===== config.mk =====
export PLATFORM = sky130hd
export DESIGN_NAME = clock_set_ctrl
export DESIGN_NICKNAME = d
export VERILOG_FILES = /design/src/rtl/clock_set_ctrl.sv
export SDC_FILE = /design/constraint.sdc
export NUM_CORES = 1
export LEC_CHECK = 0
export CAP_MARGIN = 25
export CORE_ASPECT_RATIO = 1.5
export CORE_MARGIN = 8
export CORE_UTILIZATION = 45
export CTS_CLUSTER_DIAMETER = 80
export DETAILED_ROUTE_END_ITERATION = 8
export PLACE_DENSITY = 0.69
export SYNTH_ARGS = -nofsm -noshare
export SYNTH_HDL_FRONTEND = slang
export SYNTH_SLANG_ARGS = --single-unit

===== constraint.sdc =====
create_clock -name clk -period 1.8 [get_ports clk]
set_clock_uncertainty 0.1 [all_clocks]
set_input_delay 0.54 -clock clk [delete_from_list [all_inputs] [get_ports clk]]
set_output_delay 0.54 -clock clk [all_outputs]
set_load 0.05 [all_outputs]

===== src/rtl/clock_set_ctrl.sv =====
// -----------------------------------------------------------------------------
// clock_set_ctrl
// Time-setting sequencer for the hour/minute/second counter chain. Turns the
// debounced mode/up/down buttons into a set-mode FSM plus one-cycle
// increment/decrement pulses (with hold-to-repeat), a seconds-clear pulse and
// a display blink control. All outputs are registered.
//
// Ports:
//   clk       in   system clock
//   reset     in   asynchronous, active-high reset
//   tick_1hz  in   one-cycle pulse per second, synchronous to clk
//   btn_mode  in   debounced mode button (level, active-high)
//   btn_up    in   debounced up button (level, active-high)
//   btn_down  in   debounced down button (level, active-high)
//   run_en    out  1 = time chain counts; 0 = halted for setting
//   sel       out  one-hot field select {hr,min,sec}; 000 in RUN
//   inc       out  one-cycle increment pulse per field {hr,min,sec}
//   dec       out  one-cycle decrement pulse per field {hr,min,sec}
//   sec_clr   out  one-cycle pulse zeroing the seconds counter
//   blink     out  1 = selected field visible; 0 = blanked
//   state     out  RUN=0, SET_HR=1, SET_MIN=2, SET_SEC=3
// -----------------------------------------------------------------------------
module clock_set_ctrl #(
    parameter int REPEAT_DELAY  = 8,
    parameter int REPEAT_PERIOD = 4,
    parameter int TIMEOUT_S     = 10
) (
    input  logic       clk,
    input  logic       reset,
    input  logic       tick_1hz,
    input  logic       btn_mode,
    input  logic       btn_up,
    input  logic       btn_down,
    output logic       run_en,
    output logic [2:0] sel,
    output logic [2:0] inc,
    output logic [2:0] dec,
    output logic       sec_clr,
    output logic       blink,
    output logic [1:0] state
);

    localparam int DW = $clog2(REPEAT_DELAY) + 1;
    localparam int PW = $clog2(REPEAT_PERIOD) + 1;
    localparam int TW = $clog2(TIMEOUT_S) + 1;

    typedef enum logic [1:0] {
        ST_RUN     = 2'd0,
        ST_SET_HR  = 2'd1,
        ST_SET_MIN = 2'd2,
        ST_SET_SEC = 2'd3
    } state_t;

    function automatic logic [2:0] f_sel(input state_t s);
        case (s)
            ST_SET_HR:  return 3'b100;
            ST_SET_MIN: return 3'b010;
            ST_SET_SEC: return 3'b001;
            default:    return 3'b000;
        endcase
    endfunction

    state_t          r_state;
    logic            r_mode_d, r_up_d, r_down_d;
    logic            r_live;     // low for the first edge after reset
    logic            r_armed;    // a held button has produced its first pulse
    logic [DW-1:0]   r_hold;     // cycles since first pulse, saturates at REPEAT_DELAY
    logic [PW-1:0]   r_rep;      // cycles since last repeat pulse
    logic [TW-1:0]   r_idle;     // seconds without a button edge
    logic            r_phase;    // free blink phase, overridden while editing
    logic            r_run_en, r_sec_clr, r_blink;
    logic [2:0]      r_sel, r_inc, r_dec;

    // Rises are suppressed on the first edge after reset so a button held
    // through reset release must go low before it counts.
    logic w_rise_mode, w_rise_up, w_rise_down, w_any_rise;
    assign w_rise_mode = r_live & btn_mode & ~r_mode_d;
    assign w_rise_up   = r_live & btn_up   & ~r_up_d;
    assign w_rise_down = r_live & btn_down & ~r_down_d;
    assign w_any_rise  = w_rise_mode | w_rise_up | w_rise_down;

    logic          w_in_set, w_timeout;
    logic [TW-1:0] w_idle_inc;
    assign w_in_set   = (r_state != ST_RUN);
    assign w_idle_inc = r_idle + TW'(1);
    assign w_timeout  = w_in_set & ~w_any_rise & tick_1hz & (w_idle_inc == TW'(TIMEOUT_S));

    // A single up/down rise pulses; a continuing single-button hold repeats.
    // Mode wins over up/down in the same cycle.
    logic w_single_rise, w_hold_ok, w_hold_sat, w_rep_fire;
    logic w_pulse_up, w_pulse_down;
    assign w_single_rise = w_in_set & ~w_rise_mode & (w_rise_up ^ w_rise_down);
    assign w_hold_ok     = w_in_set & ~w_rise_mode & ~w_rise_up & ~w_rise_down
                           & (btn_up ^ btn_down) & r_armed;
    assign w_hold_sat    = (r_hold == DW'(REPEAT_DELAY));
    assign w_rep_fire    = w_hold_ok & (w_hold_sat ? (r_rep + PW'(1) == PW'(REPEAT_PERIOD))
                                                   : (r_hold + DW'(1) == DW'(REPEAT_DELAY)));
    assign w_pulse_up    = (w_single_rise & w_rise_up)   | (w_rep_fire & btn_up);
    assign w_pulse_down  = (w_single_rise & w_rise_down) | (w_rep_fire & btn_down);

    state_t        w_next_state;
    logic          w_state_chg, w_armed_next, w_phase_next, w_blink_next;
    logic [DW-1:0] w_hold_next;
    logic [PW-1:0] w_rep_next;
    logic [TW-1:0] w_idle_next;

    always_comb begin
        // NOTE: every signal gets a default first so no path leaves it
        // unassigned, which would otherwise infer a latch.
        w_next_state = r_state;
        if (w_rise_mode)
            w_next_state = state_t'(r_state + 2'd1);
        else if (w_timeout)
            w_next_state = ST_RUN;
        w_state_chg = (w_next_state != r_state);

        w_armed_next = 1'b0;
        w_hold_next  = '0;
        w_rep_next   = '0;
        if (!w_state_chg) begin
            if (w_single_rise) begin
                w_armed_next = 1'b1;
            end else if (w_hold_ok) begin
                w_armed_next = 1'b1;
                if (!w_hold_sat) begin
                    w_hold_next = r_hold + DW'(1);
                end else begin
                    w_hold_next = r_hold;
                    w_rep_next  = w_rep_fire ? '0 : r_rep + PW'(1);
                end
            end
        end

        // Blink restarts visible on any entry; while editing it is pinned
        // on but the phase keeps toggling underneath.
        w_phase_next = 1'b1;
        w_blink_next = 1'b1;
        if (w_in_set && !w_state_chg) begin
            w_phase_next = r_phase ^ tick_1hz;
            w_blink_next = w_pulse_up | w_pulse_down | w_hold_ok | w_phase_next;
        end

        w_idle_next = r_idle;
        if (!w_in_set || w_state_chg || w_any_rise)
            w_idle_next = '0;
        else if (tick_1hz)
            w_idle_next = w_idle_inc;
    end

    always_ff @(posedge clk or posedge reset) begin
        if (reset) begin
            r_state   <= ST_RUN;
            r_mode_d  <= 1'b0;
            r_up_d    <= 1'b0;
            r_down_d  <= 1'b0;
            r_live    <= 1'b0;
            r_armed   <= 1'b0;
            r_hold    <= '0;
            r_rep     <= '0;
            r_idle    <= '0;
            r_phase   <= 1'b1;
            r_run_en  <= 1'b1;
            r_sel     <= 3'b000;
            r_inc     <= 3'b000;
            r_dec     <= 3'b000;
            r_sec_clr <= 1'b0;
            r_blink   <= 1'b1;
        end else begin
            // NOTE: non-blocking assignments so every register samples the
            // pre-edge values, regardless of statement order.
            r_state   <= w_next_state;
            r_mode_d  <= btn_mode;
            r_up_d    <= btn_up;
            r_down_d  <= btn_down;
            r_live    <= 1'b1;
            r_armed   <= w_armed_next;
            r_hold    <= w_hold_next;
            r_rep     <= w_rep_next;
            r_idle    <= w_idle_next;
            r_phase   <= w_phase_next;
            r_run_en  <= (w_next_state == ST_RUN);
            r_sel     <= f_sel(w_next_state);
            // r_sel still names the field selected before this edge.
            r_inc     <= w_pulse_up   ? r_sel : 3'b000;
            r_dec     <= w_pulse_down ? r_sel : 3'b000;
            r_sec_clr <= w_rise_mode & (r_state == ST_SET_SEC);
            r_blink   <= w_blink_next;
        end
    end

    assign run_en  = r_run_en;
    assign sel     = r_sel;
    assign inc     = r_inc;
    assign dec     = r_dec;
    assign sec_clr = r_sec_clr;
    assign blink   = r_blink;
    assign state   = r_state;

endmodule


# After elaboration in Yosys (flattened, before gate mapping)
# Index checks and enable logic that the tools add are counted.
# totals
regBits	32
latch_bits	0
ramBits	0
rom_bits	0
inputBits	6
out_inout_bits	14
elab_cells	98
mem_count	0
# op_classes
addsub	4
multipliers	0
div	0
magnitude_cmp	0
eq_ne	10
shifts	0
n_mux	22
n_bitwise	38
reduce_logical	8
# ops
op	count
$and 1x1->1	21
$mux 3	7
$mux 4	4
$mux 5	2
$pmux 3 s3	1
$eq 4x4->1 const B	2
$not 1->1	7
$or 1x1->1	7
$eq 2x2->1 const B	3
$mux 1	6
$add 5x1->5 const B	1
$eq 5x4->1 const B	1
$add 4x1->4 const B	1
$mux 2	2
$ne 4x3->1 const B	1
$reduce_bool 2->1	2
$add 3x1->3 const B	1
$eq 3x3->1 const B	1
$xor 1x1->1	3
$add 2x1->2 const B	1
$eq 2x1->1 const B	1
$logic_not 1->1	2
$logic_not 2->1	1
$logic_or 1x1->1	2
2 further kinds	2

# Depth between registers and ports, before layout
# logic_depth
word_depth	15
ltp_mapped	7
mapped_depth_nobuf	7

# Worst setup path before layout
# No wires, ideal clock.
# synth_timing
path_kind	reg2reg
from	reg r_state[0], in the netlist state[0]
to	reg r_sel[2], in the netlist sel[2]
setup_time_ns	0.148
arrival_time_ns	1.806
t_required_ns	1.552
setup_slack_ns	-0.254
path_stages_with_launch	7
n_path_buf	0
period_less_slack_ns	2.054
path_cell_list	dfrtp_1 -> inv_1 -> ha_1 -> nor2_8 -> nand2_4 -> nor3_4 -> o41ai_1
# synth_via
elab_chain_cells	8
elab_cells_between_ends	11
classes_between	1 x add/sub; 3 x eq/ne; 3 x mux; 3 x bitwise; 1 x reduce/logical
# synth_rtl
item	line_no	text
start: declaration	63	state_t r_state;
start signal: assignment	171	r_state <= w_next_state;
$reduce_bool 2->1	84	assign w_in_set = (r_state != ST_RUN);
$and 1x1->1 (3 in series)	86	assign w_timeout = w_in_set & ~w_any_rise & tick_1hz & (w_idle_inc == TW'(TIMEOUT_S));
$mux 2	113	else if (w_timeout)
$mux 2 (*)	111	if (w_rise_mode)
$eq 2x2->1 or $eq 2x1->1 (tied branches)	55	case (s)
$pmux 3 s3 (*)	55	
end signal: assignment	182	r_sel <= f_sel(w_next_state);
end: declaration	72	logic [2:0] r_sel, r_inc, r_dec;
# Every way passes the cells marked *; elsewhere a longest branch is shown, timed or not.
# A chain may end at the register's enable or synchronous reset.

# Final worst setup path
# layout_timing
from	reg r_idle[1]
to	reg r_sel[0], in the netlist sel[0]
# layout_via
elab_chain_cells	7
elab_cells_between_ends	9
classes_between	1 x add/sub; 4 x eq/ne; 3 x mux; 1 x bitwise
# layout_rtl
item	line_no	text
start: declaration	69	logic [TW-1:0] r_idle;
start signal: assignment	179	r_idle <= w_idle_next;
$add 5x1->5 (*)	85	assign w_idle_inc = r_idle + TW'(1);
$eq 5x4->1 (*)	86	
$and 1x1->1 (*)	86	
$mux 2 (*)	113	
$mux 2 (*)	111	
$eq 2x2->1 or $eq 2x1->1 (tied branches)	55	
$pmux 3 s3 (*)	55	
# Marked as above.

==> flow_summary.json <==
{
  "pin_count": 20,
  "fin_total_pwr_uw": 2720,
  "timing.final.crit_period_ns": 1.82,
  "grt_overflow_total": 0,
  "syn_inst": 150,
  "hold_path.class": "reg2reg",
  "hold_depth": 1,
  "seq_area_um2": 808,
  "critPathTopFamily": "compound AO/OA/AOI/OAI gates",
  "wl_met2_um": 2080,
  "vias_per_cell": 5.11,
  "synth-xor-area-share": 0.0484,
  "root_buffer": "clkbuf_8",
  "insertion_delay_ns": 0.28,
  "die_h_um": 89.7,
  "grt_use_total": 0.140,
  "vdd_drop_max_mv": 0.846,
  "core_region_area_um2": 3580,
  "cts_made_buffers": 5,
  "final.fill_count": 276,
  "critPathSlowestCell": "dfrtp_1",
  "cts_tree": "built",
  "place_congestion": 0.874,
  "postRouteAntennaNets": 0,
  "finalHoldViolations": 0,
  "synth_area_leader_cell": "dfrtp_1",
  "grt_max_degree": 33,
  "path_cells": "ha_4 > and3_4 > o211ai_2 > o31a_4 > buf_6 > nor3_4 > buf_12 > o41ai_4",
  "ctsHoldBuffers": 0,
  "antenna_found_initial": 0,
  "dr.max_layer_used": "met4",
  "synth_adder_area_share": 0.0691,
  "finalMaxSlewViolations": 0,
  "r2r_cells": 8,
  "synth_warnings": 0,
  "synth_compound_area_frac": 0.0991,
  "synth-seq-cells": 32,
  "num_antenna_cells": 0,
  "synth_mux_area_frac": 0.0192,
  "grt_pass1_wl_um": 6200,
  "fmax_mhz": 549,
  "dp_hpwl_um": 2640,
  "drt_iter0_drc": 39,
  "cp_max_fo": 6,
  "powerDensity_nw_per_um2": 1130,
  "synth_area_leaders": "dfrtp_1 (45%), ha_1 (6.9%), dfstp_2 (4.8%)",
  "cts_max_level": 2,
  "critPathBufInv": 2,
  "drtPass1Iterations": 4,
  "synth-seq-area-share": 0.494,
  "die_w_um": 65.1,
  "grt_pass1_vias": 1345,
  "routed-wl-met3_um": 121,
  "wl_met1_um": 1330,
  "die_area_um2": 5840,
  "status": "finished, violations left",
  "syn_area_per_cell_um2": 10.9,
  "syn_nets": 165,
  "setup_violations": 1,
  "cts.sinks": 32,
  "setup_slack_ns": -0.0215,
  "drive_above_1_share": 0.384,
  "crit_type": "reg2reg",
  "slowest_delay_ns": 0.41,
  "portBuffers": 19,
  "syn_area_um2": 1630,
  "cp.depth": 8,
  "violations": "setup timing",
  "fin_nets": 212,
  "critPathRequiredTime_ns": 1.88,
  "area.growth.synth_to_final_pct": 48.2,
  "yosys.area_share.simple": 0.236,
  "stdcell_area_um2": 2410,
  "wl_um": 3600,
  "worstPathArrival_ns": 1.90,
  "synth_top_family_by_area": "simple AND/OR/NAND/NOR gates",
  "synth_top_area_share": 0.445,
  "num_vias": 1231,
  "multiInputGateArea_um2": 862,
  "critPathCaptureType": "flop",
  "maxCapViolCount": 0,
  "drc": 0,
  "wire_per_inst_um": 14.9,
  "min_period_over_period": 1.01,
  "placed_area_um2": 2160,
  "synthDistinctLibCells": 42,
  "cts_buffer_depth": 2,
  "num_rows": 27,
  "start_kind": "flop",
  "leakage_uw": 0.00108,
  "rsz0062_at_grt": "true",
  "finalSetupTns_ns": -0.0215,
  "initial_core_util": 0.455,
  "clk_pin_slew_ns": 0.06
}
[cells by family after synthesis]
group	Yosys count
AND/OR/NAND/NOR	68
flip-flops	32
AO/OA/AOI/OAI	17
buffers and inverters	11
adder cells (fa/ha/maj)	9
XOR/XNOR	9
multiplexers	3
other	1
[worst register-to-register path, cell delays in order (launching register included)]
cell and delay (ns):
dfrtp_1 0.41, ha_4 0.19, and3_4 0.15, o211ai_2 0.14
o31a_4 0.17, buf_6 0.11, nor3_4 0.05, buf_12 0.13
o41ai_4 0.27
[flip-flops by register name (all words and copies together) (netlist names), 2 cells and up]
register	flops
r_idle	5
r_hold	4
dec	3
inc	3
r_rep	3
sel	3
state	2
[cell type report]
cell class / instances / share of cell area
clock inverter: 2 / 0.0145
timing repair buffer: 43 / 0.229
multi-input combinational: 107 / 0.357
sequential: 32 / 0.335
inverter: 8 / 0.0124
clock buffer: 6 / 0.0301
tap: 43 / 0.0223
[power breakdown]
| group | switching [uW] | internal, uW |
|---|---|---|
| registers | 79.2 | 837 |
| clock network | 257 | 410 |
| logic | 609 | 531 |
[cell usage after synthesis]
library cell / instances
nand3_1: 8
o31ai_1: 1
o21ai_1: 1
o311ai_4: 1
mux2i_1: 2
o31a_4: 1
nor4_1: 1
ha_1: 9
xnor2_1: 4
nor2_8: 1
conb_1: 1
nand4_1: 2
nand2_4: 1
dfstp_2: 3
nand4b_1: 2
nor3_4: 1
nor3_1: 7
o21ai_0: 3
o211ai_1: 1
nor2b_1: 2
and2_1: 8
mux2_2: 1
o21ai_2: 1
dfrtp_1: 29
o211ai_2: 2
clkbuf_1: 1
buf_6: 1
nand3b_1: 2
nand3_2: 1
buf_4: 1
o311ai_0: 1
o41ai_1: 3
and3b_1: 1
nand2b_1: 2
and3_1: 2
nand2_1: 10
a211o_1: 1
a21oi_1: 1
xor2_1: 5
inv_1: 8
nor2_1: 16
or3_1: 1
[worst paths after layout]
check                          start  slack [ns]        to
max                        r_idle[1]       -0.02    sel[0]
min                         r_rep[0]        0.35  r_rep[0]
max reg2reg                r_idle[1]       -0.02    sel[0]
min reg2reg                 r_rep[0]        0.35  r_rep[0]
max in group asynchronous      reset        0.86   r_phase
min in group asynchronous      reset        0.50   r_armed
[metrics by stage]
stage,cells,hold WS (ns),utilization,setup WS [ns]
floorplan,150,0.319,-,0.0212
global placement,228,0.330,0.604,-0.421
detailed placement,228,0.382,0.604,-0.485
CTS,237,0.355,0.647,0.00287
global route,241,0.356,0.674,-0.0897
finish,241,0.346,0.674,-0.0215
[repair_timing]
| item | in CTS | in global routing |
|---|---|---|
| gates resized for setup | 10 | 14 |
| endpoints found under the setup margin | 25 | 14 |
| buffers inserted | 1 | 6 |
| pin swaps | 5 | 9 |
[routing by layer]
layer  up-vias  track usage
li1        613            -
met1       599        0.135
met2        14        0.262
met3         5       0.0360
met4         0       0.0777
met5         -            0
[layout by cell type, fill, tap and decap left out, drive strengths merged, types with 2 or more instances in the layout]
master,synthesis,layout
nand4,2,2
nor2b,2,2
mux2i,2,2
and2,8,8
xnor2,4,4
nand3,9,9
and3,2,2
xor2,5,5
o311ai,2,2
o211ai,3,3
ha,9,9
dlygate4sd2,0,3
buf,2,38
nand3b,2,2
dfrtp,29,29
o41ai,3,3
clkdlybuf4s50,0,2
nand2,11,11
dfstp,3,3
clkbuf,1,6
nor3,8,8
inv,8,8
nand4b,2,2
o21ai,5,5
nor2,17,17
nand2b,2,2
No activity file was read; power rests on OpenSTA's default activity.
